<file path="config.mk">
export PLATFORM = sky130hd
export DESIGN_NAME = bus_req_bridge
export DESIGN_NICKNAME = d
export VERILOG_FILES = /design/src/rtl/bus_req_bridge.sv
export SDC_FILE = /design/constraint.sdc
export NUM_CORES = 1
export LEC_CHECK = 0
export ABC_CLOCK_PERIOD_IN_PS = 1500
export CORE_ASPECT_RATIO = 1.75
export CORE_MARGIN = 2
export CORE_UTILIZATION = 37
export CTS_CLUSTER_SIZE = 14
export DETAILED_ROUTE_END_ITERATION = 8
export PLACE_DENSITY = 0.77
export RECOVER_POWER = 50
export SYNTH_ARGS = -nofsm -noshare
export SYNTH_HDL_FRONTEND = slang
export SYNTH_SLANG_ARGS = --single-unit
</file>
<file path="constraint.sdc">
create_clock -name clk -period 1.5 [get_ports clk]
set_input_delay 0.225 -clock clk [delete_from_list [all_inputs] [get_ports clk]]
set_output_delay 0.225 -clock clk [all_outputs]
set_load 0.1 [all_outputs]
</file>
<file path="src/rtl/bus_req_bridge.sv">
// Host-side request/response front end of the ghostbus: one transaction at a time, fixed read latency.
// Optional write responses are enabled by defining BUS_REQ_BRIDGE_WRESP_EN.
module bus_req_bridge #(
    parameter int AW       = 24,
    parameter int DW       = 32,
    parameter int READ_LAT = 1
) (
    input  logic          clk,
    input  logic          rst_n,
    input  logic          req_valid,
    output logic          req_ready,
    input  logic          req_write,
    input  logic [AW-1:0] req_addr,
    input  logic [DW-1:0] req_wdata,
    output logic          resp_valid,
    input  logic          resp_ready,
    output logic [DW-1:0] resp_rdata,
    output logic          o_clk,
    output logic [AW-1:0] o_addr,
    output logic [DW-1:0] o_wdata,
    input  logic [DW-1:0] o_rdata,
    output logic          o_wstb
);

    typedef enum logic [1:0] {
        ST_IDLE  = 2'd0,
        ST_WRITE = 2'd1,
        ST_READ  = 2'd2,
        ST_RESP  = 2'd3
    } state_t;

    // Latency counter is 4 bits; READ_LAT is legal only in 0..15.
    localparam logic [3:0] LAT_C = READ_LAT[3:0];

    state_t        state_q, state_d;
    logic [3:0]    cnt_q, cnt_d;
    logic [AW-1:0] addr_q, addr_d;
    logic [DW-1:0] wdata_q, wdata_d;
    logic          wstb_q, wstb_d;
    logic [DW-1:0] rdata_q, rdata_d;
    logic          rvalid_q, rvalid_d;

    // Next-state and registered-output computation for the transaction FSM.
    always_comb begin
        state_d  = state_q;
        cnt_d    = cnt_q;
        addr_d   = addr_q;
        wdata_d  = wdata_q;
        wstb_d   = 1'b0;
        rdata_d  = rdata_q;
        rvalid_d = rvalid_q;
        case (state_q)
            ST_IDLE: begin
                if (req_valid) begin
                    addr_d = req_addr;
                    if (req_write) begin
                        wdata_d = req_wdata;
                        wstb_d  = 1'b1;
                        state_d = ST_WRITE;
                    end else begin
                        cnt_d   = 4'd0;
                        state_d = ST_READ;
                    end
                end else begin
                    state_d = ST_IDLE;
                end
            end
            ST_WRITE: begin
`ifdef BUS_REQ_BRIDGE_WRESP_EN
                rdata_d  = '0;
                rvalid_d = 1'b1;
                state_d  = ST_RESP;
`else
                state_d  = ST_IDLE;
`endif
            end
            ST_READ: begin
                if (cnt_q == LAT_C) begin
                    rdata_d  = o_rdata;
                    rvalid_d = 1'b1;
                    state_d  = ST_RESP;
                end else begin
                    cnt_d = cnt_q + 4'd1;
                end
            end
            ST_RESP: begin
                if (resp_ready) begin
                    rvalid_d = 1'b0;
                    state_d  = ST_IDLE;
                end else begin
                    rvalid_d = 1'b1;
                end
            end
            default: begin
                rvalid_d = 1'b0;
                state_d  = ST_IDLE;
            end
        endcase
    end

    // State and output registers with synchronous active-low reset.
    always_ff @(posedge clk) begin
        if (!rst_n) begin
            state_q  <= ST_IDLE;
            cnt_q    <= 4'd0;
            addr_q   <= '0;
            wdata_q  <= '0;
            wstb_q   <= 1'b0;
            rdata_q  <= '0;
            rvalid_q <= 1'b0;
        end else begin
            state_q  <= state_d;
            cnt_q    <= cnt_d;
            addr_q   <= addr_d;
            wdata_q  <= wdata_d;
            wstb_q   <= wstb_d;
            rdata_q  <= rdata_d;
            rvalid_q <= rvalid_d;
        end
    end

    assign req_ready  = (state_q == ST_IDLE);
    assign resp_valid = rvalid_q;
    assign resp_rdata = rdata_q;
    assign o_clk      = clk;
    assign o_addr     = addr_q;
    assign o_wdata    = wdata_q;
    assign o_wstb     = wstb_q;

endmodule

</file>
==> metrics.md, run 1 <==
| Metric | Value |
|---|---|
| Run status | complete, but fails checks |
| Failing checks | setup timing |
| Pleak | 2.83 nW |
| Core box area | 10200 um2 |
| Met1 wire length | 3960 um |
| Initial DRC Count | 163 |
| First drt pass iteration count | 4 |
| Worst hold path class | in2reg |
| Syn Nets | around 530 |
| Post-synth top cells | nand2_1 (179), dfxtp_1 (96), a21boi_1 (57), mux2i_1 (35), clkbuf_1 (16) |
| Drt drc | 0 |
| Die Area | 11200 um2 |
| Top routing layer used | met4 |
| Slew margin rel. | 0.733 |
| Layout cells sized above 1 | 0.232 |
| Diode count | 0 |
| Area leader, netlist | dfxtp_1 |
| Final setup fails | 32 |
| Synth top area share | 0.501 |
| I/O Pins | 185 |
| Die height | 139 um |
| Vias in the first global route | between 3000 and 4000 |
| Clk_skew | 0.00659 ns |
| Setup WS pre-CTS | -0.415 ns |
| RSZ-0062 raised after global routing | yes |
| Fill count | ~680 |
| ANT nets after route | 0 |
| Hold Worst Slack | between 0.2 and 0.25 ns |
| CP bufs+invs | 3 |
| Total global-route track usage | 0.209 |
| Crit path kind | reg2reg |
| Initial Utilization | 0.377 |
| Hold Fails Final Rpt | 0 |
| Flops & latches, synth | 96 |
| Ys flop type | dfxtp_1 |
| Nature of the critical path startpoint | register |
| Port bufs | 184 |
| Fmax | 637 MHz |
| Distinct cell type count after synthesis | 31 |
| VDD IR max | a little under 0.0008 V |
| Max-cap violation count | 0 |
| Slowest Stage Delay on Critical Path | roughly 0.38 ns |
| Area delta synth->final | 90.2% |
| Met3 WL | 839 um |
| Initial antenna violation count | 0 |
| DR vias | 3658 |
| Pins Over Slew Limit | 0 |
| YS warnings | 0 |
| Synthesized instance count | between 400 and 500 |
| Crit path cell chain | inv_2 -> ha_4 -> or3b_4 -> nor2b_4 -> buf_6 -> clkbuf_16 -> mux2i_1 |
| Count leader, synth | nand2_1 |
| CP Max Fanout | 7 |
| # nets final | 718 |
| Synth area leaders | dfxtp_1 (50%), nand2_1 (18%), a21boi_1 (11%) |
| Req. time, crit path | 1.88 ns |
| Pin count of the biggest net entering global routing | 34 |
| Tmin final | 1.57 ns |
| CP arrival | around 2.0 ns |
| GP Congestion | 0.803 |
| Post-synth EDFFs | 0 |
| Async SR Flop Fraction | 0 |
| Cell area after layout | 7300 um2 |
| Endpoint type of the worst setup path | register |
| Dpl hpwl | roughly 8400 um |
| First-pass GRT wire length | 18200 um |
| Sequential area share after synthesis | 0.501 |
| Grt total ovfl | 0 |
| Cell Pwr Density | ~1100 nW/um2 |
| Reg clk slew, reported paths | 0.07 ns |
| CTS tree | built |
| Top delay family on crit path | simple AND/OR/NAND/NOR gates |
| Wirelength, routed | 11800 um |
| Cell Area, Placed | roughly 6700 um2 |
| Clk_lat worst skew | 0.45 ns |
| Row cnt | 49 |
| Mapped cell area | about 3800 um2 |
| Wire length on met2 | around 6700 um |
| Average wire per standard cell | 15.6 um |
| Crit-path slowest cell | or3b_4 |
| Final period utilization | 1.05 |
| Setup ws final | -0.0690 ns |
| Syn avg cell area | 8.86 um2 |
| Die Wd | 81.0 um |
| Worst-Margin Slew | 0.400 ns |
| Fin util | 0.717 |
| Vias per std cell | slightly below 5 |
-- final timing paths --
kind / start / end / slack [ns] / cells past startpoint
setup reg to reg: cnt_q[1] / resp_rdata[18] / -0.07 / 7
hold / removal: rst_n / cnt_q[1] / 0.24 / 3
setup / recovery: cnt_q[1] / resp_rdata[18] / -0.07 / 7
hold reg to reg: o_wdata[19] / o_wdata[19] / 0.49 / 2
-- report_power, final --
group	switching, W	total [W]	leakage, nW	internal [W]
clock network	0.00127	0.00337	0.217	0.00210
logic	0.00104	0.00180	1.83	0.000756
registers	0.000109	0.00276	0.783	0.00265
total	0.00242	0.00793	2.83	0.00551
-- worst reg2reg max path, delay by kind of cell, from the launching register on --
family / cells / cell delay [ns]
and+or+nand+nor: 2 / 0.51
buffers and inverters: 3 / 0.38
adders and majority gates: 1 / 0.11
DFF: 1 / 0.33
muxes: 1 / 0.18
-- per-layer routing --
| metal | vias up | global-route usage |
|---|---|---|
| met3 | 27 | 0.0762 |
| met1 | 1712 | 0.197 |
| met2 | 142 | 0.392 |
| met4 | 0 | 0.0839 |
| li1 | 1777 | - |
| met5 | - | 0 |
-- logic make-up (layout without fill, tap and decap cells) --
family	after synthesis	count (layout)	synth area share
AOI/OAI and AO/OA	62	62	0.119
adders and majority gates	2	2	0.00652
muxes	35	35	0.0913
and+or+nand+nor	203	203	0.222
buffers and inverters	35	230	0.0597
DFF	96	96	0.501
-- what timing repair did --
item	CTS	global route
pin swaps	0	1
buffers inserted	1	2
resized for setup	9	6
gates cloned	0	4
endpoints found under the setup margin	27	55
hold buffers	0	0
-- per-stage QoR --
stage | std cells | total power [W] | TNS, ns
floorplan | 433 | 0.00404 | 0
global placement | 729 | 0.00482 | -2.26
detailed placement | 729 | 0.00486 | -4.46
CTS | 749 | 0.00800 | -0.830
global route | 755 | 0.00822 | -3.59
finish | 755 | 0.00793 | -1.12
-- layout make-up --
type | count | area [um2] | share of cell area
Timing Repair Buffer | 209 | 3060 | 0.419
Tap cell | 127 | 159 | 0.0218
Multi-Input combinational cell | 302 | 1710 | 0.234
Clock buffer | 14 | 329 | 0.0451
Clock inverter | 6 | 113 | 0.0154
Inverter | 1 | 3.75 | 0.000514
Sequential cell | 96 | 1930 | 0.264
-- sequential cells by signal, indices dropped and copies added (netlist names) --
signal	flops
o_wdata	32
o_wstb	1
cnt_q	4
resp_rdata	32
o_addr	24
resp_valid	1
state_q	2
-- cell usage in the layout, fill, tap and decap left out, drive strengths merged, types with 3 or more instances in the layout --
master,n
dfxtp,96
a21boi,57
clkbuf,17
or3b,3
bufinv,3
inv,3
nand3,5
mux2i,35
clkdlybuf4s50,91
nand2b,3
nand2,179
buf,115
(Power assumes the default switching activity.)
==> run 2, diff against run 1 <==
--- a/config.mk
+++ b/config.mk
@@ -11,8 +11,10 @@
 export CORE_UTILIZATION = 37
 export CTS_CLUSTER_SIZE = 14
 export DETAILED_ROUTE_END_ITERATION = 8
+export GPL_ROUTABILITY_DRIVEN = 1
 export PLACE_DENSITY = 0.77
 export RECOVER_POWER = 50
+export SLEW_MARGIN = 25
 export SYNTH_ARGS = -nofsm -noshare
 export SYNTH_HDL_FRONTEND = slang
 export SYNTH_SLANG_ARGS = --single-unit
==> results of run 2 <==
Final layout, timing and power as in run 1 (identical DEF).
